## config.mk

```make
export PLATFORM = sky130hd
export DESIGN_NAME = tile_scene_streamer
export DESIGN_NICKNAME = d
export VERILOG_FILES = /design/src/rtl/tile_scene_streamer_pkg.sv /design/src/rtl/tile_scene_streamer_wall_mask.sv /design/src/rtl/tile_scene_streamer.sv
export SDC_FILE = /design/constraint.sdc
export NUM_CORES = 1
export LEC_CHECK = 0
export CORE_AREA = 4 4 229 231
export CTS_CLUSTER_DIAMETER = 120
export CTS_CLUSTER_SIZE = 28
export DETAILED_ROUTE_END_ITERATION = 8
export DIE_AREA = 0 0 233 235
export HOLD_SLACK_MARGIN = 0.08
export PLACE_DENSITY = 0.7
export SLEW_MARGIN = 30
export SYNTH_ARGS = -nofsm -noshare
export SYNTH_HDL_FRONTEND = slang
export SYNTH_SLANG_ARGS = --single-unit
```

## constraint.sdc

```tcl
create_clock -name clk -period 13.3 [get_ports clk]
set_clock_uncertainty 0.05 [all_clocks]
set_input_delay 1.33 -clock clk [delete_from_list [all_inputs] [get_ports clk]]
set_output_delay 1.33 -clock clk [all_outputs]
set_load 0.05 [all_outputs]
```

## src/rtl/tile_scene_streamer_pkg.sv

```systemverilog
// Shared definitions for the maze-scene streamer: FSM states, pixel classes and colours.
// FOOD_RGB is only drawn when the design is built with SCENE_FOOD_EN defined.
package tile_scene_streamer_pkg;

    typedef enum logic [1:0] {
        ST_IDLE = 2'd0,
        ST_CALC = 2'd1,
        ST_SEND = 2'd2,
        ST_HOLD = 2'd3
    } state_t;

    typedef enum logic [1:0] {
        PIX_BG   = 2'd0,
        PIX_WALL = 2'd1,
        PIX_FOOD = 2'd2
    } pix_class_t;

    localparam logic [23:0] FOOD_RGB         = 24'hf2c94c;
    localparam logic [23:0] WALL_RGB_DEFAULT = 24'h3a7bd5;
    localparam logic [23:0] BG_RGB_DEFAULT   = 24'h000000;

    // Byte k of a pixel colour, most significant (red) byte first.
    function automatic logic [7:0] rgb_byte(input logic [23:0] rgb, input logic [1:0] idx);
        logic [7:0] b;
        case (idx)
            2'd0:    b = rgb[23:16];
            2'd1:    b = rgb[15:8];
            2'd2:    b = rgb[7:0];
            default: b = rgb[23:16];
        endcase
        return b;
    endfunction

endpackage

```

## src/rtl/tile_scene_streamer_wall_mask.sv

```systemverilog
// Combinational pixel classifier for one tile: wall edges, corner posts and (with
// SCENE_FOOD_EN) the centred food square.
module tile_scene_streamer_wall_mask
    import tile_scene_streamer_pkg::*;
#(
    parameter int TILE_SHIFT = 5,
    parameter int WALL_THICK = 2
) (
    input  logic [TILE_SHIFT-1:0] lx,
    input  logic [TILE_SHIFT-1:0] ly,
    input  logic                  edge_left,
    input  logic                  edge_right,
    input  logic                  edge_top,
    input  logic                  edge_bottom,
`ifdef SCENE_FOOD_EN
    input  logic                  food,
`endif
    output pix_class_t            pix_class
);

    localparam int TILE = 1 << TILE_SHIFT;
    localparam logic [TILE_SHIFT-1:0] LO_LIMIT = TILE_SHIFT'(WALL_THICK);
    localparam logic [TILE_SHIFT-1:0] HI_LIMIT = TILE_SHIFT'(TILE - WALL_THICK);
    // Food square of side tile/4 starting at tile/2 - tile/8, so it stays centred for any tile size.
    localparam logic [TILE_SHIFT-1:0] FOOD_LO  = TILE_SHIFT'((TILE >> 1) - (TILE >> 3));
    localparam logic [TILE_SHIFT-1:0] FOOD_HI  = TILE_SHIFT'((TILE >> 1) - (TILE >> 3) + (TILE >> 2));

    logic lx_lo_s, lx_hi_s, ly_lo_s, ly_hi_s, wall_s, food_hit_s;

    assign lx_lo_s = (lx < LO_LIMIT);
    assign lx_hi_s = (lx >= HI_LIMIT);
    assign ly_lo_s = (ly < LO_LIMIT);
    assign ly_hi_s = (ly >= HI_LIMIT);

    // Corner posts are drawn regardless of the edge flags.
    assign wall_s = (lx_lo_s && edge_left) || (lx_hi_s && edge_right) ||
                    (ly_lo_s && edge_top)  || (ly_hi_s && edge_bottom) ||
                    ((lx_lo_s || lx_hi_s) && (ly_lo_s || ly_hi_s));

`ifdef SCENE_FOOD_EN
    assign food_hit_s = food && (lx >= FOOD_LO) && (lx < FOOD_HI) &&
                        (ly >= FOOD_LO) && (ly < FOOD_HI);
`else
    assign food_hit_s = 1'b0;
`endif

    // Walls take priority over food.
    always_comb begin
        pix_class = PIX_BG;
        if (wall_s) begin
            pix_class = PIX_WALL;
        end else if (food_hit_s) begin
            pix_class = PIX_FOOD;
        end else begin
            pix_class = PIX_BG;
        end
    end

endmodule

```

## src/rtl/tile_scene_streamer.sv

```systemverilog
// Maze-scene streamer: rasterises a COLS x ROWS tile grid with walls into TFT data bytes,
// one frame per start. Define SCENE_FOOD_EN to add the food map and food markers.
module tile_scene_streamer
    import tile_scene_streamer_pkg::*;
#(
    parameter int          COLS       = 10,
    parameter int          ROWS       = 15,
    parameter int          TILE_SHIFT = 5,
    parameter int          WALL_THICK = 2,
    parameter int          BPP        = 3,
    parameter logic [23:0] WALL_RGB   = WALL_RGB_DEFAULT,
    parameter logic [23:0] BG_RGB     = BG_RGB_DEFAULT
) (
    input  logic                     clk,
    input  logic                     rst,
    input  logic                     start,
    input  logic [ROWS*(COLS-1)-1:0] v_walls,
    input  logic [(ROWS-1)*COLS-1:0] h_walls,
`ifdef SCENE_FOOD_EN
    input  logic [ROWS*COLS-1:0]     food,
`endif
    input  logic                     tft_busy,
    output logic [7:0]               tft_data,
    output logic                     tft_transmit,
    output logic                     busy,
    output logic                     done
);

    localparam int XW = $clog2(COLS << TILE_SHIFT);
    localparam int YW = $clog2(ROWS << TILE_SHIFT);
    localparam int VW = ROWS * (COLS - 1);
    localparam int HW = (ROWS - 1) * COLS;
    localparam logic [XW-1:0] X_LAST = XW'((COLS << TILE_SHIFT) - 1);
    localparam logic [YW-1:0] Y_LAST = YW'((ROWS << TILE_SHIFT) - 1);
    localparam logic [XW-1:0] X_ONE  = XW'(1'b1);
    localparam logic [YW-1:0] Y_ONE  = YW'(1'b1);
    localparam logic [1:0]    B_LAST = 2'(BPP - 1);
    localparam logic [VW-1:0] V_ONE  = VW'(1'b1);
    localparam logic [HW-1:0] H_ONE  = HW'(1'b1);

    state_t            state_r, next_state_s;
    logic [XW-1:0]     x_r;
    logic [YW-1:0]     y_r;
    logic [1:0]        bidx_r;
    logic [VW-1:0]     v_sh_r;
    logic [HW-1:0]     h_sh_r;
    logic [23:0]       colour_r;
    logic [7:0]        tft_data_r, data_s;
    logic              tft_transmit_r, transmit_s;
    logic              busy_r, busy_s;
    logic              done_r, done_s;
    logic              frame_end_s;
    int                col_s, row_s;
    logic              edge_left_s, edge_right_s, edge_top_s, edge_bottom_s;
    pix_class_t        pix_class_s;
`ifdef SCENE_FOOD_EN
    localparam int FW = ROWS * COLS;
    localparam logic [FW-1:0] F_ONE = FW'(1'b1);
    logic [FW-1:0]     food_sh_r;
    logic              food_flag_s;
`endif

    assign frame_end_s = (bidx_r == B_LAST) && (x_r == X_LAST) && (y_r == Y_LAST);

    // State register.
    always_ff @(posedge clk or posedge rst) begin
        if (rst) begin
            state_r <= ST_IDLE;
        end else begin
            state_r <= next_state_s;
        end
    end

    // Next-state logic; HOLD always lasts exactly one cycle and never samples tft_busy.
    always_comb begin
        next_state_s = state_r;
        case (state_r)
            ST_IDLE: if (start) next_state_s = ST_CALC; else next_state_s = ST_IDLE;
            ST_CALC: next_state_s = ST_SEND;
            ST_SEND: if (tft_busy) next_state_s = ST_SEND; else next_state_s = ST_HOLD;
            ST_HOLD: begin
                if (bidx_r != B_LAST) begin
                    next_state_s = ST_SEND;
                end else if (frame_end_s) begin
                    next_state_s = ST_IDLE;
                end else begin
                    next_state_s = ST_CALC;
                end
            end
            default: next_state_s = ST_IDLE;
        endcase
    end

    // Next values of the registered outputs; tft_data keeps its last byte between strobes.
    always_comb begin
        transmit_s = 1'b0;
        done_s     = 1'b0;
        data_s     = tft_data_r;
        case (state_r)
            ST_SEND: begin
                if (!tft_busy) begin
                    transmit_s = 1'b1;
                    data_s     = rgb_byte(colour_r, bidx_r);
                end else begin
                    transmit_s = 1'b0;
                end
            end
            ST_HOLD: if (frame_end_s) done_s = 1'b1; else done_s = 1'b0;
            default: transmit_s = 1'b0;
        endcase
        busy_s = (next_state_s != ST_IDLE);
    end

    // Output registers.
    always_ff @(posedge clk or posedge rst) begin
        if (rst) begin
            tft_data_r     <= 8'h00;
            tft_transmit_r <= 1'b0;
            busy_r         <= 1'b0;
            done_r         <= 1'b0;
        end else begin
            tft_data_r     <= data_s;
            tft_transmit_r <= transmit_s;
            busy_r         <= busy_s;
            done_r         <= done_s;
        end
    end

    assign tft_data     = tft_data_r;
    assign tft_transmit = tft_transmit_r;
    assign busy         = busy_r;
    assign done         = done_r;

    // Raster counters: byte index innermost, then x, then y.
    always_ff @(posedge clk or posedge rst) begin
        if (rst) begin
            x_r    <= '0;
            y_r    <= '0;
            bidx_r <= 2'd0;
        end else begin
            case (state_r)
                ST_IDLE: begin
                    if (start) begin
                        x_r    <= '0;
                        y_r    <= '0;
                        bidx_r <= 2'd0;
                    end
                end
                ST_HOLD: begin
                    if (bidx_r != B_LAST) begin
                        bidx_r <= bidx_r + 2'd1;
                    end else begin
                        bidx_r <= 2'd0;
                        if (x_r == X_LAST) begin
                            x_r <= '0;
                            y_r <= (y_r == Y_LAST) ? '0 : y_r + Y_ONE;
                        end else begin
                            x_r <= x_r + X_ONE;
                        end
                    end
                end
                default: bidx_r <= bidx_r;
            endcase
        end
    end

    // Shadow maps are captured only when a frame is accepted, so a frame never tears.
    always_ff @(posedge clk or posedge rst) begin
        if (rst) begin
            v_sh_r <= '0;
            h_sh_r <= '0;
`ifdef SCENE_FOOD_EN
            food_sh_r <= '0;
`endif
        end else if (state_r == ST_IDLE && start) begin
            v_sh_r <= v_walls;
            h_sh_r <= h_walls;
`ifdef SCENE_FOOD_EN
            food_sh_r <= food;
`endif
        end
    end

    // Edge flags of the current tile; outer grid edges are always walls.
    always_comb begin
        col_s = int'(x_r[XW-1:TILE_SHIFT]);
        row_s = int'(y_r[YW-1:TILE_SHIFT]);
        edge_left_s   = (col_s == 32'sd0) ||
            |(v_sh_r & (V_ONE << (row_s * (COLS - 1) + ((col_s > 32'sd0) ? col_s - 32'sd1 : 32'sd0))));
        edge_right_s  = (col_s == COLS - 1) ||
            |(v_sh_r & (V_ONE << (row_s * (COLS - 1) + ((col_s < COLS - 1) ? col_s : 32'sd0))));
        edge_top_s    = (row_s == 32'sd0) ||
            |(h_sh_r & (H_ONE << (((row_s > 32'sd0) ? row_s - 32'sd1 : 32'sd0) * COLS + col_s)));
        edge_bottom_s = (row_s == ROWS - 1) ||
            |(h_sh_r & (H_ONE << (((row_s < ROWS - 1) ? row_s : 32'sd0) * COLS + col_s)));
`ifdef SCENE_FOOD_EN
        food_flag_s   = |(food_sh_r & (F_ONE << (row_s * COLS + col_s)));
`endif
    end

    tile_scene_streamer_wall_mask #(
        .TILE_SHIFT (TILE_SHIFT),
        .WALL_THICK (WALL_THICK)
    ) u_mask (
        .lx          (x_r[TILE_SHIFT-1:0]),
        .ly          (y_r[TILE_SHIFT-1:0]),
        .edge_left   (edge_left_s),
        .edge_right  (edge_right_s),
        .edge_top    (edge_top_s),
        .edge_bottom (edge_bottom_s),
`ifdef SCENE_FOOD_EN
        .food        (food_flag_s),
`endif
        .pix_class   (pix_class_s)
    );

    // Pixel colour is latched in CALC and held for all of the pixel's bytes.
    always_ff @(posedge clk or posedge rst) begin
        if (rst) begin
            colour_r <= 24'h000000;
        end else if (state_r == ST_CALC) begin
            case (pix_class_s)
                PIX_WALL: colour_r <= WALL_RGB;
                PIX_FOOD: colour_r <= FOOD_RGB;
                default:  colour_r <= BG_RGB;
            endcase
        end
    end

endmodule

```

## Word level (Yosys, flattened, before mapping)

Cells that the tools add are included.
Widths: inputs -> output; s select.

| cells by class | value |
|---|---|
| shift operators | 4 |
| equality and inequality tests | 15 |
| reduce and logical (&&, ||, !) cells | 31 |
| muxes and demuxes | 27 |
| add/subtract/negate cells | 9 |
| bitwise gates (word level) | 5 |
| $lt $le $gt $ge | 8 |
| multiply operators | 3 |

Operator list:

| cell | count |
|---|---|
| $and 140x140->140 | 2 |
| $reduce_or 140->1 | 2 |
| $and 135x135->135 | 2 |
| $reduce_or 135->1 | 2 |
| $shl 1x32->140 const A | 1 |
| $shl 1x9->140 const A | 1 |
| $shl 1x32->135 const A | 1 |
| $shl 1x9->135 const A | 1 |
| $mux 32 | 2 |
| $mux 9 | 6 |
| $pmux 24 s2 | 1 |
| $pmux 9 s2 | 2 |
| $add 32x32->32 | 1 |
| $add 32x5->32 | 1 |
| $mul 32x4->31 const B | 1 |
| $add 8x4->9 | 2 |
| $add 9x1->9 const B | 2 |
| $eq 9x9->1 const B | 2 |
| $pmux 8 s2 | 1 |
| $ge 5x5->1 const B | 2 |
| $logic_or 1x1->1 | 10 |
| $lt 5x2->1 const B | 2 |
| $sub 4x1->5 const B | 2 |
| $eq 2x2->1 const B | 4 |
| other kinds (22) | 49 |

| word-level totals | value |
|---|---|
| register bits after elaboration | 332 |
| logic and storage cells | 113 |

## Depth between registers and ports, before layout

Gate-level depths: netlist of run 1.

| logic depth | value |
|---|---|
| depth after elaboration | 15 |
| mapped depth | 26 |
| mapped depth without buffers | 20 |

## Modules after synthesis

A second synthesis of run 1 with hierarchy kept.

| second synthesis, totals | value |
|---|---|
| cell total of the unflattened synthesis | 2,510 |
| area, all modules | 19,720.2 um^2 |

By module, submodules not included:

| module | area each (um^2) | sequential area each (um^2) | cells an instance | times used |
|---|---|---|---|---|
| tile_scene_streamer | 19,638.8 | 7,757.4 | 2,499 | 1 |
| tile_scene_streamer_wall_mask | 81.3 | 0.0 | 11 | 1 |

## Least setup slack after synthesis of run 1

Ideal clock, no wire load.

| timing path | value |
|---|---|
| path kind | register -> register |
| start point | reg x_r[5] |
| end point | reg colour_r[20] |
| data arrival time | 4.251 ns |
| period minus slack after synthesis | 4.433 ns |
| stages on the path, launching flop included | 19 |
| setup slack | 8.867 ns |
| required time | 13.117 ns |
| buffers on the path | 8 |
| cells stage by stage | dfrtp_1 -> buf_2 -> buf_2 -> buf_2 -> clkbuf_1 -> buf_1 -> nor2_1 -> ha_1 -> fa_1 -> clkbuf_1 -> clkbuf_1 -> clkbuf_1 -> o22ai_1 -> a32oi_1 -> a21oi_1 -> nor4_1 -> o211ai_1 -> o211ai_1 -> a31oi_1 |

| between the ends | value |
|---|---|
| longest elaborated chain between the ends | 15 |
| elaborated cells between the ends (all ways) | 39 |
| those cells by class | 5 x add/sub; 2 x order compare; 3 x eq/ne; 4 x shift; 4 x mux; 4 x bitwise; 17 x reduce/logical |

Ends and longest elaborated chain:

| what | line | source |
|---|---|---|
| from (decl) | tile_scene_streamer.sv:42 | `logic [XW-1:0] x_r;` |
| from (signal assigned) | tile_scene_streamer.sv:158 | `x_r <= x_r + X_ONE;` |
| $sub 4x1->5, or another cell as far along | tile_scene_streamer.sv:189 | `\|(v_sh_r & (V_ONE << (row_s * (COLS - 1) + ((col_s > 32'sd0) ? col_s - 32'sd1 : 32'sd0))));` |
| $mux 32 or $mux 4 (tied branches) | tile_scene_streamer.sv:189, tile_scene_streamer.sv:191 |  |
| $add 32x32->32 or $add 8x4->9 (tied branches) | tile_scene_streamer.sv:189, tile_scene_streamer.sv:191 |  |
| $shl 1x32->135 or $shl 1x9->135 (tied branches) | tile_scene_streamer.sv:189, tile_scene_streamer.sv:191 |  |
| $and 135x135->135 (on tied branches) | tile_scene_streamer.sv:189, tile_scene_streamer.sv:191 |  |
| $reduce_or 135->1 (on tied branches) | tile_scene_streamer.sv:189, tile_scene_streamer.sv:191 |  |
| $logic_or 1x1->1 (on tied branches) | tile_scene_streamer.sv:188, tile_scene_streamer.sv:190 |  |
| $logic_and 1x1->1 | tile_scene_streamer_wall_mask.sv:36 | `assign wall_s = (lx_lo_s && edge_left) \|\| (lx_hi_s && edge_right) \|\|` |
| $logic_or 1x1->1 (2 in a row) | tile_scene_streamer_wall_mask.sv:36 |  |
| $logic_or 1x1->1 * (2 in a row) | tile_scene_streamer_wall_mask.sv:37 | `(ly_lo_s && edge_top) \|\| (ly_hi_s && edge_bottom) \|\|` |
| $mux 1 * | tile_scene_streamer_wall_mask.sv:50 | `if (wall_s) begin` |
| $eq 2x2->1 or $eq 2x1->1 (tied branches) | tile_scene_streamer.sv:222 | `case (pix_class_s)` |
| $pmux 24 s2 * | tile_scene_streamer.sv:222 |  |
| to (signal assigned) | tile_scene_streamer.sv:223 | `PIX_WALL: colour_r <= WALL_RGB;` |
| to (signal assigned) | tile_scene_streamer.sv:224 | `PIX_FOOD: colour_r <= FOOD_RGB;` |
| to (signal assigned) | tile_scene_streamer.sv:225 | `default: colour_r <= BG_RGB;` |
| to (decl) | tile_scene_streamer.sv:47 | `logic [23:0] colour_r;` |

Every way passes the cells marked *; elsewhere a longest branch is shown, timed or not.
A chain may end at the register's enable or synchronous reset.

## Final worst setup path of run 1

Same ends and word-level chain as after synthesis.

==> results_dict.tcl, run 1 <==
set metrics [dict create \
    status "completed" \
    num_vias 20400 \
    viasPerCell 5.93 \
    grt_usage_pct 28.4 \
    fillers 5026 \
    p_int_mw 1.95 \
    clockPowerShare_pct 16.0 \
    fin_util_pct 47.6 \
    die-area_mm2 0.0548 \
    start_kind "register" \
    avgSynthCellArea_um2 7.75 \
    ir_drop_mv 0.0769 \
    postSynthCellCount 2570 \
    place_hpwl_mm 60.2 \
    dpl_cell_area_mm2 0.0234 \
    start_util_pct 39.8 \
    cts_setup_buffers 0 \
    leakage_nw 10.6 \
    grt_pass1_vias 19800 \
    grt_pass1_wl_mm 122 \
    post_drt_wl_per_cell_um 23.5 \
    relSlewSlack_pct 27.0 \
    p_switching_mw 1.37 \
    end_kind "register" \
    yosys_warnings 0 \
    ys.flop_type "dfrtp_1" \
    hold_path.class "register to register" \
    seq_area_frac_synth_pct 38.3 \
    postLayoutCellArea_mm2 0.0239 \
    drt_iter0_markers 2472 \
    rsz0062_at_grt "no" \
    top_level_ports 290 \
    grt_max_degree 98 \
    grt-ovfl-total 0 \
    cts_buffer_depth 3 \
    crit_arrival_ns 6.15 \
    worst_pin_slew_ns 1.09 \
    final_nets 3106 \
    htreeDepth 1 \
    clock_sinks 305 \
    antenna_found_initial 1 \
    ys_ff_latch 305 \
    path_class "register to register" \
    fin_cells 3439 \
    drive_gt1_share_pct 5.28 \
    cts_tree "done" \
    synth_cell_types 92 \
    synth_area_mm2 0.0199 \
    fmax_mhz 173 \
    diodes 0 \
    cts.clk_slew.worst_paths_ns 0.12 \
    clock_latency_ns 0.55 \
    drv_slew 0 \
    syn2layout_area_growth_pct 19.8 \
    cts_buffers 15 \
    seq_area_mm2 0.00763 \
    swShare_pct 41.3 \
    drt-total-wl_mm 80.7 \
    die_h_um 235 \
    post_cts_resized 0 \
    ant_nets 0 \
    core-area_mm2 0.0501 \
    firstDrtPassIters 8 \
    rows 82 \
    root_buffer "clkbuf_16" \
    drv_cap 0 \
    min_period_ns 5.78 \
    drc 0 \
    p_seq_share_pct 55.2 \
    period_share_pct 43.4 \
    dp.cells 3417 \
    total_power_mw 3.32 \
    synth-edff-count 0 \
    place.port_buffers 289 \
    comb_power_share_pct 28.8 \
    setup_viol 0 \
    setup-tns-final_ns 0 \
    cts-hold-fix-buffers 0 \
    required_ns 13.67 \
    synthArstFlopShare_pct 100 \
    place_congestion 0.995 \
    die_w_um 233 \
    multi_input_area_mm2 0.0116 \
    cellPowerDensity_mw_per_mm2 139 \
    finalHoldViolations 0 \
    critPathMaxFanout 87 \
]
[cells in the final DEF (no fill, tap or decap), drive strengths merged, types with 17 or more instances in the layout]
cell / n
o21ai: 84
a311oi: 17
ha: 58
nor2: 104
a31oi: 30
and3: 23
a211oi: 20
buf: 42
a22oi: 27
nand2: 983
nand3: 124
dfrtp: 305
o31ai: 18
conb: 29
inv: 23
a221oi: 22
nor2b: 19
mux2: 23
mux2i: 54
nor3: 39
clkdlybuf4s50: 289
a21oi: 71
nand4: 41
[state kept, by name, indices dropped and copies added, names as in the netlist]
register and count:
x_r 9, state_r 2, busy 1, bidx_r 2
y_r 9, colour_r 1, tft_transmit 1, done 1
v_sh_r 135, h_sh_r 140, tft_data 4
[cell type report]
class,count,share of cell area (%)
Clock inverter,5,0.199
Multi-Input combinational cell,2089,48.8
Timing Repair Buffer,331,13.6
Clock buffer,16,1.59
Inverter,21,0.362
Tap cell,672,3.52
Sequential cell,305,32.0
[cell families after synthesis]
family	share of synthesized area, %
other	0.0377
AO/OA/AOI/OAI	15.9
multiplexers	5.15
adder cells (fa/ha/maj)	4.25
XOR/XNOR	1.19
flip-flops	38.3
buffers and inverters	4.23
AND/OR/NAND/NOR	30.9
[per-layer routing]
| metal | share of wire (%) | vias to the layer above | global-route usage, % | wire length (µm) |
|---|---|---|---|---|
| li1 | - | 9299 | - | - |
| met1 | 44 | 9877 | 42.1 | 35600 |
| met2 | 44 | 1060 | 43.5 | 35400 |
| met3 | 9.0 | 156 | 4.45 | 7280 |
| met4 | 3.0 | 0 | 7.03 | 2430 |
| met5 | 0 | - | 0 | 0 |
[power by group through the flow]
| stage | logic (mW) | registers (mW) | clock network, mW |
|---|---|---|---|
| 2_1_floorplan | 0.657 | 1.57 | 0 |
| 3_3_place_gp | 0.922 | 1.83 | 0 |
| 3_5_place_dp | 0.948 | 1.82 | 0 |
| 4_1_cts | 0.954 | 1.81 | 0.543 |
| 5_1_grt | 1.09 | 1.86 | 0.574 |
| 6_report | 0.954 | 1.83 | 0.531 |
[synth_stat cells (24+ instances only)]
| library cell | number | area share (%) |
|---|---|---|
| nand2_1 | 983 | 19 |
| dfrtp_1 | 305 | 38 |
| clkbuf_1 | 129 | 2.4 |
| nand3_1 | 124 | 3.1 |
| nor2_1 | 104 | 2.0 |
| o21ai_0 | 84 | 2.1 |
| a21oi_1 | 71 | 1.8 |
| ha_1 | 58 | 3.6 |
| mux2i_1 | 54 | 2.7 |
| nand4_1 | 41 | 1.3 |
| nor3_1 | 37 | 0.93 |
| a31oi_1 | 30 | 0.94 |
| a22oi_1 | 26 | 0.98 |
| buf_2 | 24 | 0.60 |
[worst max-delay path, stage by stage, from the launching register on]
cell and delay, ns:
dfrtp_2 0.36, buf_4 0.67, clkinv_1 0.84, nor2_1 0.29, ha_1 0.24, fa_1 0.31
a211o_1 0.22, a21oi_1 0.11, nor2_1 0.74, nor2_1 0.29, nand3_1 0.17, o41ai_1 0.07
or4_2 0.63, o41a_1 0.34, o31ai_2 0.17, a31oi_1 0.10
[per-stage QoR]
| step | hold slack [ns] | worst slack (ns) |
|---|---|---|
| global route | 0.491 | 7.32 |
| global placement | 0.417 | 7.75 |
| floorplan | 0.396 | 3.49 |
| finish | 0.451 | 7.52 |
| detailed placement | 0.436 | 7.66 |
| CTS | 0.459 | 7.59 |
[worst paths after layout]
kind	endpoint	slack (ns)	cells after the start	from
setup / recovery	colour_r[20]	7.52	15	x_r[5]
hold reg to reg	tft_data[4]	0.45	2	tft_data[4]
min in group asynchronous	tft_data[5]	1.21	2	rst
max in group asynchronous	h_sh_r[80]	10.83	3	rst
setup reg to reg	colour_r[20]	7.52	15	x_r[5]
hold / removal	tft_data[4]	0.45	2	tft_data[4]
Power figures use the tool's default switching activity.
==> run 2: changes to the inputs <==
==> constraint.sdc (replaced) <==
create_clock -name clk -period 5.4 [get_ports clk]
set_clock_uncertainty 0.05 [all_clocks]
set_input_delay 0.54 -clock clk [delete_from_list [all_inputs] [get_ports clk]]
set_output_delay 0.54 -clock clk [all_outputs]
set_load 0.05 [all_outputs]
==> results_dict.tcl, run 2 (synthesis gave the netlist of run 1 again) <==
set metrics [dict create \
    finalHoldViolations 0 \
    required_ns 5.82 \
    rows 82 \
    min_period_ns 5.04 \
    cts_buffer_depth 3 \
    largest_register_ffs 140 \
    hold_path.class "primary input to asynchronous set/reset pin" \
    fmax_mhz 199 \
    end_kind "register" \
    clock_latency_ns 0.57 \
    final_nets 3137 \
    drt-total-wl_mm 80.0 \
    cts.clk_slew.worst_paths_ns 0.11 \
    reg.largest.list "h_sh_r: 140 flops, v_sh_r: 135 flops" \
    htreeDepth 1 \
    grt_usage_pct 28.2 \
    drc 0 \
    ant_nets 0 \
    num_vias 20600 \
    cts-hold-fix-buffers 0 \
    grt_pass1_vias 20000 \
    crit_arrival_ns 5.45 \
    ir_drop_mv 0.261 \
    root_buffer "clkbuf_16" \
    clock_sinks 305 \
    top_level_ports 290 \
    postLayoutCellArea_mm2 0.0242 \
    cts_setup_buffers 0 \
    cts_tree "done" \
    cpPeakStageDelay_ns 0.64 \
    rsz0062_at_grt "no" \
    drv_cap 0 \
    post_cts_resized 0 \
    diodes 0 \
    worst_slack_ns 0.364 \
    grt.busiest_layer "met1" \
    core-area_mm2 0.0501 \
    viasPerCell 5.95 \
    die_h_um 235 \
    cellPowerDensity_mw_per_mm2 341 \
    met2_usage_pct 41.6 \
    total_power_mw 8.24 \
    dpl_worst_slack_ns 0.526 \
    dpl_cell_area_mm2 0.0236 \
    die-area_mm2 0.0548 \
    top_register "h_sh_r" \
    period_share_pct 93.3 \
    relSlewSlack_pct 31.7 \
    firstDrtPassIters 8 \
    setup-tns-final_ns 0 \
    leakage_nw 10.8 \
    fin_util_pct 48.3 \
    place.port_buffers 289 \
    die_w_um 233 \
    cp_slowest_cell "a22o_1" \
    grt-ovfl-total 0 \
    drive_gt1_share_pct 6.08 \
    drt_iter0_markers 2510 \
    cp_cell_sequence "a21boi_0 > ha_1 > ha_1 > fa_1 > a21boi_0 > a22o_1 > buf_4 > nand3_1 > o31ai_1 > a41oi_1 > o311ai_0 > a211oi_1 > a211oi_1 > a311oi_1 > a31oi_1" \
    critPathMaxFanout 15 \
    place_congestion 0.994 \
    worst_pin_slew_ns 1.02 \
    start_kind "register" \
    final_cell_mix "982 x nand2_1, 304 x dfrtp_1, 289 x clkdlybuf4s50_1" \
    start_util_pct 39.8 \
    antenna_found_initial 0 \
    use_met1_pct 42.3 \
    final_common_cell "nand2_1" \
    place_hpwl_mm 60.4 \
    post_drt_wl_per_cell_um 23.1 \
    setup_viol 0 \
    grt_pass1_wl_mm 122 \
    syn2layout_area_growth_pct 21.4 \
    status "completed" \
    grt_max_degree 176 \
    path_class "register to register" \
    grtUsageMet3_pct 5.18 \
    cts_buffers 16 \
    drv_slew 0 \
]
-- run 2: through the flow --
stage | std cells | hold slack [ns]
floorplan | 2597 | 0.396
global placement | 3447 | 0.415
detailed placement | 3447 | 0.419
CTS | 3469 | 0.420
global route | 3470 | 0.251
finish | 3470 | 0.254
-- run 2: layout make-up --
| type | instances | area [µm²] |
|---|---|---|
| Tap cell | 672 | 841 |
| Timing Repair Buffer | 361 | 3500 |
| Clock buffer | 17 | 404 |
| Multi-Input combinational cell | 2089 | 11600 |
| Inverter | 21 | 82.6 |
| Clock inverter | 5 | 90.1 |
| Sequential cell | 305 | 7630 |
| Fill cell | 4957 | 25900 |
-- run 2: worst paths after layout --
path	end	depth (start not counted)	slack, ns	startpoint
hold reg to reg	tft_data[4]	2	0.43	tft_data[4]
setup reg to reg	colour_r[20]	15	0.36	y_r[6]
max in group asynchronous	v_sh_r[39]	4	3.87	rst
hold / removal	v_sh_r[127]	2	0.25	rst
setup / recovery	colour_r[20]	15	0.36	y_r[6]
min in group clk	tft_data[4]	2	0.43	tft_data[4]
-- run 2: power by group --
part,internal (mW),leakage [nW],switching [mW]
registers,3.23,3.86,1.25
clock network,0.576,0.237,0.828
logic,1.04,6.67,1.31
total,4.85,10.8,3.39
-- run 2: critical path, delay by kind of cell (launching register included) --
family                     cells  cell delay (ns)
and+or+nand+nor                1             0.09
buffers and inverters          1             0.29
AOI/OAI and AO/OA             10             2.81
DFF                            1             0.60
adders and majority gates      3             1.13
-- run 2: routing by layer --
metal  vias up  routed length (µm)
met3       184                7800
met1      9936               35700
li1       9369                   -
met4         0                2740
met2      1145               33800
met5         -                   0
